File: config.mk
export PLATFORM = sky130hd
export DESIGN_NAME = alu_issue_stage
export DESIGN_NICKNAME = d
export VERILOG_FILES = /design/src/rtl/alu_issue_stage_pkg.sv /design/src/rtl/alu_issue_stage_regfile_8x8.sv /design/src/rtl/alu_issue_stage.sv
export SDC_FILE = /design/constraint.sdc
export NUM_CORES = 1
export LEC_CHECK = 0
export ABC_AREA = 1
export CAP_MARGIN = 5
export CORE_ASPECT_RATIO = 0.6
export CORE_MARGIN = 4
export CORE_UTILIZATION = 53
export CTS_BUF_LIST = sky130_fd_sc_hd__clkbuf_16
export CTS_CLUSTER_SIZE = 10
export DETAILED_ROUTE_END_ITERATION = 10
export GPL_ROUTABILITY_DRIVEN = 1
export PLACE_DENSITY = 0.88
export SKIP_LAST_GASP = 1
export SLEW_MARGIN = 20
export SYNTH_ARGS = -nofsm -noshare
export SYNTH_HDL_FRONTEND = slang
export SYNTH_SLANG_ARGS = --single-unit
File: constraint.sdc
create_clock -name clk -period 1.8 [get_ports clk]
set_input_delay 0.36 -clock clk [delete_from_list [all_inputs] [get_ports clk]]
set_output_delay 0.36 -clock clk [all_outputs]
set_load 0.05 [all_outputs]
File: src/rtl/alu_issue_stage_pkg.sv
// Shared definitions for the ALU decode/issue/writeback stage.
package alu_issue_stage_pkg;

  localparam int unsigned INSTR_W    = 16;
  localparam int unsigned CMND_W     = 4;
  localparam int unsigned IDX_W      = 3;
  localparam int unsigned DATA_W     = 8;
  localparam int unsigned RESULT_W   = 16;
  localparam int unsigned FLAG_W     = 3;

  localparam int unsigned NREGS_DEFAULT        = 8;
  localparam int unsigned CLEAR_CYCLES_DEFAULT = 8;

  // Instruction field bit positions
  localparam int unsigned CMND_HI     = 15;
  localparam int unsigned CMND_LO     = 12;
  localparam int unsigned RD_HI       = 11;
  localparam int unsigned RD_LO       = 9;
  localparam int unsigned IMM_SEL_BIT = 8;
  localparam int unsigned IMM_HI      = 7;
  localparam int unsigned IMM_LO      = 0;
  localparam int unsigned RS_HI       = 7;
  localparam int unsigned RS_LO       = 5;

  typedef enum logic {
    ST_CLEAR = 1'b0,
    ST_RUN   = 1'b1
  } state_t;

  typedef struct packed {
    logic [CMND_W-1:0] cmnd;
    logic [IDX_W-1:0]  rd;
    logic              imm_sel;
    logic [IDX_W-1:0]  rs;
    logic [DATA_W-1:0] imm8;
  } instr_fields_t;

  // Split an instruction word into its fields; rs and imm8 overlap by design.
  function automatic instr_fields_t decode(input logic [INSTR_W-1:0] word);
    instr_fields_t f;
    f.cmnd    = word[CMND_HI:CMND_LO];
    f.rd      = word[RD_HI:RD_LO];
    f.imm_sel = word[IMM_SEL_BIT];
    f.rs      = word[RS_HI:RS_LO];
    f.imm8    = word[IMM_HI:IMM_LO];
    return f;
  endfunction

endpackage

File: src/rtl/alu_issue_stage_regfile_8x8.sv
// 8x8 register file: one synchronous write port, three asynchronous reads, no reset.
module regfile_8x8
  import alu_issue_stage_pkg::*;
#(
  parameter int unsigned NREGS = NREGS_DEFAULT
) (
  input  logic              clk,
  input  logic              we,
  input  logic [IDX_W-1:0]  waddr,
  input  logic [DATA_W-1:0] wdata,
  input  logic [IDX_W-1:0]  rd_addr,
  output logic [DATA_W-1:0] rd_data,
  input  logic [IDX_W-1:0]  rs_addr,
  output logic [DATA_W-1:0] rs_data,
  input  logic [IDX_W-1:0]  dbg_addr,
  output logic [DATA_W-1:0] dbg_data
);

  logic [DATA_W-1:0] mem [NREGS];

  // Single write port; contents are only ever initialised by the owner's clear sweep.
  always_ff @(posedge clk) begin
    if (we) begin
      mem[waddr] <= wdata;
    end
  end

  assign rd_data  = mem[rd_addr];
  assign rs_data  = mem[rs_addr];
  assign dbg_data = mem[dbg_addr];

endmodule

File: src/rtl/alu_issue_stage.sv
// Decode/issue into the ALU execute slot, forwarding, and result/flag writeback.
module alu_issue_stage
  import alu_issue_stage_pkg::*;
#(
  parameter int unsigned NREGS        = NREGS_DEFAULT,
  parameter int unsigned CLEAR_CYCLES = CLEAR_CYCLES_DEFAULT
) (
  input  logic                clk,
  input  logic                reset,
  input  logic                in_valid,
  output logic                in_ready,
  input  logic [INSTR_W-1:0]  instr,
  output logic [CMND_W-1:0]   cmnd,
  output logic [DATA_W-1:0]   primary_operand,
  output logic [DATA_W-1:0]   secondary_operand,
  output logic                ex_valid,
  input  logic [RESULT_W-1:0] result,
  input  logic [FLAG_W-1:0]   flags,
  output logic [FLAG_W-1:0]   flag_q,
  output logic [DATA_W-1:0]   hi_q,
  input  logic [IDX_W-1:0]    dbg_addr,
  output logic [DATA_W-1:0]   dbg_data
);

  state_t            state;
  logic [IDX_W-1:0]  clr_cnt;
  logic [IDX_W-1:0]  ex_rd;

  instr_fields_t     fields;
  logic [DATA_W-1:0] rd_raw;
  logic [DATA_W-1:0] rs_raw;
  logic [DATA_W-1:0] rd_fwd;
  logic [DATA_W-1:0] rs_fwd;
  logic [DATA_W-1:0] src_b;
  logic              accept;

  logic              rf_we;
  logic [IDX_W-1:0]  rf_waddr;
  logic [DATA_W-1:0] rf_wdata;

  assign fields = decode(instr);
  assign accept = in_valid && in_ready;

  // Operand selection: the retiring result overrides a stale register read.
  always_comb begin
    rd_fwd = rd_raw;
    rs_fwd = rs_raw;
    if (ex_valid && (ex_rd == fields.rd)) begin
      rd_fwd = result[DATA_W-1:0];
    end
    if (ex_valid && (ex_rd == fields.rs)) begin
      rs_fwd = result[DATA_W-1:0];
    end
    src_b = fields.imm_sel ? fields.imm8 : rs_fwd;
  end

  // Register-file write mux: clear sweep or writeback; suppressed on a reset edge.
  always_comb begin
    rf_we    = 1'b0;
    rf_waddr = ex_rd;
    rf_wdata = result[DATA_W-1:0];
    if (state == ST_CLEAR) begin
      rf_waddr = clr_cnt;
      rf_wdata = '0;
    end
    if (reset) begin
      rf_we = (state == ST_CLEAR) || ex_valid;
    end
  end

  regfile_8x8 #(
    .NREGS (NREGS)
  ) u_regfile (
    .clk      (clk),
    .we       (rf_we),
    .waddr    (rf_waddr),
    .wdata    (rf_wdata),
    .rd_addr  (fields.rd),
    .rd_data  (rd_raw),
    .rs_addr  (fields.rs),
    .rs_data  (rs_raw),
    .dbg_addr (dbg_addr),
    .dbg_data (dbg_data)
  );

  // Control FSM, execute slot and architectural hi/flag registers.
  always_ff @(posedge clk) begin
    if (!reset) begin
      state             <= ST_CLEAR;
      clr_cnt           <= '0;
      in_ready          <= 1'b0;
      ex_valid          <= 1'b0;
      ex_rd             <= '0;
      cmnd              <= '0;
      primary_operand   <= '0;
      secondary_operand <= '0;
      flag_q            <= '0;
      hi_q              <= '0;
    end else begin
      if (ex_valid) begin
        hi_q   <= result[RESULT_W-1:DATA_W];
        flag_q <= flags;
      end
      case (state)
        ST_CLEAR: begin
          ex_valid <= 1'b0;
          clr_cnt  <= clr_cnt + IDX_W'(1);
          if (clr_cnt == IDX_W'(CLEAR_CYCLES - 1)) begin
            state    <= ST_RUN;
            in_ready <= 1'b1;
          end
        end
        ST_RUN: begin
          ex_valid <= accept;
          if (accept) begin
            cmnd              <= fields.cmnd;
            primary_operand   <= rd_fwd;
            secondary_operand <= src_b;
            ex_rd             <= fields.rd;
          end
        end
        default: begin
          state    <= ST_CLEAR;
          clr_cnt  <= '0;
          in_ready <= 1'b0;
          ex_valid <= 1'b0;
        end
      endcase
    end
  end

endmodule

==> results of run 1 <==
## routing by layer
| metal | vias up | global-route usage [%] | routed length [µm] | share of wire [%] |
|---|---|---|---|---|
| met1 | 2748 | 44.3 | 8000 | 39 |
| met2 | 525 | 45.4 | 8130 | 40 |
| met5 | - | 0 | 0 | 0 |
| li1 | 2820 | - | - | - |
| met3 | 77 | 14.6 | 3640 | 18 |
| met4 | 0 | 8.54 | 558 | 2.7 |
## power by group
| group | leakage [nW] | switching [mW] | total, mW | internal (mW) |
|---|---|---|---|---|
| registers | 0.897 | 0.0559 | 2.63 | 2.57 |
| clock network | 0.152 | 0.930 | 2.04 | 1.11 |
| logic | 2.37 | 0.621 | 1.05 | 0.429 |
## worst reg2reg max path: stages (launching register included)
cell and delay, ns:
dfxtp_1 0.33, buf_12 0.16, inv_2 0.09, nand2_1 0.08
nand3_1 0.09, nand2_1 0.14, nor2_8 0.23, nand2_4 0.11
nand2_1 0.08, nand3_1 0.09, a21oi_1 0.19
## flip-flops by register name (all words and copies together) (netlist names)
| signal | count |
|---|---|
| u_regfile.mem | 64 |
| hi_q | 8 |
| primary_operand | 8 |
| secondary_operand | 8 |
| cmnd | 4 |
| clr_cnt | 3 |
| ex_rd | 3 |
| flag_q | 3 |
| ex_valid | 1 |
| in_ready | 1 |
| state | 1 |
## final timing paths
kind	from	endpoint	slack, ns
setup reg to reg	state$_SDFF_PN0_	primary_operand[5]$_SDFFE_PN0P_	0.12
hold / removal	secondary_operand[0]$_SDFFE_PN0P_	secondary_operand[0]$_SDFFE_PN0P_	0.47
setup / recovery	u_regfile.mem[5][4]$_DFFE_PP_	dbg_data[4]	-0.12
hold reg to reg	secondary_operand[0]$_SDFFE_PN0P_	secondary_operand[0]$_SDFFE_PN0P_	0.47
## final cells by class
cell class	instances	area, µm²	share of cell area [%]
inverter	84	324	4.24
clock buffer	9	225	2.95
tap	139	174	2.28
multi-input combinational	570	2730	35.7
sequential	104	2720	35.7
clock inverter	7	88.8	1.16
timing repair buffer	135	1370	18.0
## timing repair
item                       4_1_cts  5_1_grt
hold buffers                     0        0
pin swaps                        7        6
resized for setup               61        7
gates cloned                     3        0
setup endpoints to repair        8        8
buffers inserted                 2        2
## cell families after synthesis
| group | synth area share (%) |
|---|---|
| AO/OA/AOI/OAI | 12.5 |
| buffers and inverters | 8.67 |
| flip-flops | 46.9 |
| adder cells (fa/ha/maj) | 0.431 |
| AND/OR/NAND/NOR | 31.5 |
## stage by stage
stage / instance area, µm² / instances / TNS, ns / util, %
floorplan: 5920 / 802 / 0 / -
global placement: 7140 / 1025 / -7.12 / 67.2
detailed placement: 7140 / 1025 / -8.21 / 67.2
CTS: 7620 / 1046 / -0.109 / 71.7
global route: 7640 / 1048 / -0.834 / 71.9
finish: 7640 / 1048 / -0.342 / 71.9
## synthesized netlist by cell type
cell	instances	area share, %
nand2_1	263	17
nand3_1	88	7.6
inv_1	74	4.8
edfxtp_1	64	33
nor2_1	63	4.1
a21oi_1	62	5.3
o21ai_0	43	3.7
dfxtp_1	40	14
clkbuf_1	26	1.7
o21ai_1	16	1.4
buf_2	12	1.0
inv_2	10	0.65
a31oi_1	8	0.86
o211ai_1	8	1.0
buf_1	5	0.32
nand3_2	5	0.86
nand2_2	4	0.43
ha_1	2	0.43
nand2_4	2	0.39
nor2_2	2	0.22
nor2_8	2	0.69
a21oi_2	1	0.15
buf_6	1	0.19
nor2_4	1	0.19
==> run metrics, run 1 <==
first-pass GRT wire length=30800 µm; vias in the first global route=5642; slowest CP cell=edfxtp_1; clock skew=0.00870 ns; clk slew on worst S/H paths=0.07 ns; commonest non-fill, non-tap cell in the layout=nand2_1; CP delay by family, top=flip-flops; Hold Crit Class=reg2reg; via count=6170; Worst-Margin Slew=0.399 ns; Leak=3.42 nW; pin count of the biggest net entering global routing=39; Worst Slack Setup Final=-0.116 ns; final hold vios=0; Synth cell types=24; Max Fclk=522 MHz; PwrDens=748 nW/µm²; pins over their slew limit=0; DR iter-0 viols=1151; root buffer cell=clkbuf_16; mean post-synth cell area=7.23 µm²; status=finished, violations left; worst skew pair latency=0.35 ns; RD Place Congestion=1.04; Final Power=5.72 mW; cell count after synthesis=802; critical path depth in cells=7; Area Overhead vs Synth=31.7%; hold slack=0.467 ns; DRT antenna net count=0; most frequent cells in the layout=nand2_1, nand3_1, buf_4, edfxtp_1; initial antenna violation count=0; CP startpoint kind=flop; period utilisation layout=106%; DR WL/cell=19.4 µm; mapped cell area=5800 µm²; Seq/Total Area, Yosys=46.9%; H-tree depth=3; clock tree buffer depth=2; Worst setup EP type=primary output; DR vias/cell=5.89; final wirelength=20300 µm; final net count=947; drt first pass iters=7; Core ar.=10600 µm²; CP Data Required Time=1.44 ns; Max rail drop VDD=619 µV; CTS tree=built; Ports=82; # DRC=0; yosys warns=0; CP cell instances=inv_2, a21oi_2, o21ai_1, nand2_1, nor2_2, a31oi_4, buf_12; R2R depth=10; Tot GR Track Use=32.0%; post-DP HPWL=14000 µm; Num CTS Buffers=9; Rel. slew slack=73.4%; Die H=89.0 µm; WHS Path Cells=2; Row Count=29; antenna cell count=0; worst-path fanout max=2; max_cap viols=0; IO buf count=81; Die ar.=12700 µm²; minimum clock period=1.92 ns; flops & latches, synth=104; RSZ-0062 raised after global routing=true; Initial Utilization=54.6%; FILL cells=739; share of layout cells above drive strength 1=19.5%; Crit Path Category=reg2out; Buf+Inv Stages, Crit Path=2; Final setup viols=8; die width=143 µm; Clock Sink Count=104; Crit path largest cell delay=0.43 ns; failing checks=setup timing; pre-CTS worst setup slack=-0.450 ns; CP arrival=1.56 ns; syn_nets=845; GRT overflow=0
No activity file was read; power rests on OpenSTA's default activity.
==> run 2: changes to the inputs <==
--- a/config.mk
+++ b/config.mk
@@ -8,7 +8,6 @@
 export ABC_AREA = 1
 export CAP_MARGIN = 5
 export CORE_ASPECT_RATIO = 0.6
-export CORE_MARGIN = 4
 export CORE_UTILIZATION = 53
 export CTS_BUF_LIST = sky130_fd_sc_hd__clkbuf_16
 export CTS_CLUSTER_SIZE = 10
==> run metrics, run 2 (synthesis gave the netlist of run 1 again) <==
status=finished, violations left; failing checks=setup timing; clock tree buffer depth=2; final hold vios=0; Final Power=5.50 mW; area post-placement=7120 µm²; vias in the first global route=5492; initial antenna violation count=1; CP startpoint kind=flop; Worst-Margin Slew=0.393 ns; setup TNS=-0.200 ns; Rel. slew slack=73.7%; first-pass GRT wire length=29700 µm; Die H=83.0 µm; worst skew pair latency=0.35 ns; final wirelength=19600 µm; DRT antenna net count=0; minimum clock period=1.86 ns; Tot GR Track Use=35.3%; Worst setup EP type=primary output; most frequent cells in the layout=nand2_1, nand3_1, buf_4, edfxtp_1, inv_1; Worst Slack Setup Final=-0.0595 ns; Max rail drop VDD=486 µV; RSZ-0062 raised after global routing=true; CTS tree=built; share of layout cells above drive strength 1=20.2%; # DRC=0; clk slew on worst S/H paths=0.07 ns; max reg flops=64; via count=6150; Initial Utilization=54.7%; GRT overflow=0; Largest Register=u_regfile.mem; Area Overhead vs Synth=31.0%; Max Fclk=538 MHz; Ports=82; CP Data Required Time=1.44 ns; CTS Hold Bufs=0; max_cap viols=0; Hold Crit Class=reg2reg; pins over their slew limit=0; FILL cells=732; worst-path fanout max=2; Core ar.=10600 µm²; PwrDens=723 nW/µm²; Crit Path Category=reg2out; period utilisation layout=103%; clock skew=0.00514 ns; RD Place Congestion=1.03; final net count=950; post-DP HPWL=13500 µm; Die ar.=11400 µm²; root buffer cell=clkbuf_16; DR vias/cell=5.85; pre-CTS worst setup slack=-0.418 ns; Num CTS Buffers=9; Row Count=29; Clock Sink Count=104; commonest non-fill, non-tap cell in the layout=nand2_1; Final setup viols=7; die width=137 µm; IO buf count=81; drt first pass iters=7; H-tree depth=3; DR iter-0 viols=886; pin count of the biggest net entering global routing=39; Leak=3.42 nW; Non-Filler Cell Area, Final=7600 µm²; DR WL/cell=18.6 µm; CP arrival=1.50 ns
[run 2: worst max-delay path, stage by stage, from the launching register on]
cell and delay (ns):
edfxtp_1 0.41, inv_2 0.14, a21oi_2 0.07, o21ai_1 0.07, nand2_1 0.08, nor2_2 0.15
a31oi_4 0.05, buf_12 0.16
[run 2: power breakdown]
group | internal (mW) | total [mW] | leakage (nW) | switching, mW
clock | 0.942 | 1.83 | 0.144 | 0.888
combinational | 0.420 | 1.04 | 2.38 | 0.621
sequential | 2.57 | 2.63 | 0.897 | 0.0550
[run 2: per-stage QoR]
| step | util, % | std cells | hold slack (ns) |
|---|---|---|---|
| 2_1_floorplan | - | 802 | 0.460 |
| 3_3_place_gp | 67.2 | 1023 | 0.454 |
| 3_5_place_dp | 67.2 | 1023 | 0.459 |
| 4_1_cts | 71.3 | 1048 | 0.470 |
| 5_1_grt | 71.7 | 1051 | 0.481 |
| 6_report | 71.7 | 1052 | 0.472 |
[run 2: repair_timing]
action	4_1_cts	5_1_grt
resized for setup	62	15
cloned	2	0
pin swaps	4	7
buffers inserted	7	3
setup endpoints to repair	8	11
[run 2: routing by layer]
metal | vias to the layer above | global-route usage (%) | share of wire [%]
li1 | 2823 | - | -
met1 | 2775 | 49.5 | 38
met2 | 502 | 47.4 | 41
met3 | 50 | 16.7 | 18
met4 | 0 | 11.4 | 2.7
met5 | - | 0 | 0
[run 2: path summary, 6_finish.rpt]
kind | startpoint | end | slack (ns) | cells past startpoint
setup / recovery | u_regfile.mem[5][1]$_DFFE_PP_ | dbg_data[1] | -0.06 | 7
hold / removal | primary_operand[6]$_SDFFE_PN0P_ | primary_operand[6]$_SDFFE_PN0P_ | 0.47 | 2
setup reg to reg | state$_SDFF_PN0_ | u_regfile.mem[3][2]$_DFFE_PP_ | 0.13 | 8
hold reg to reg | primary_operand[6]$_SDFFE_PN0P_ | primary_operand[6]$_SDFFE_PN0P_ | 0.47 | 2
[run 2: layout make-up]
cell class	count	area, µm²	share of cell area [%]
flip-flops and latches	104	2720	35.8
clock inverters	7	46.3	0.609
repair buffers	138	1360	17.8
multi-input cells	570	2750	36.2
diodes	1	2.50	0.0329
clock buffers	9	225	2.96
inverters	84	324	4.26
well taps	139	174	2.29
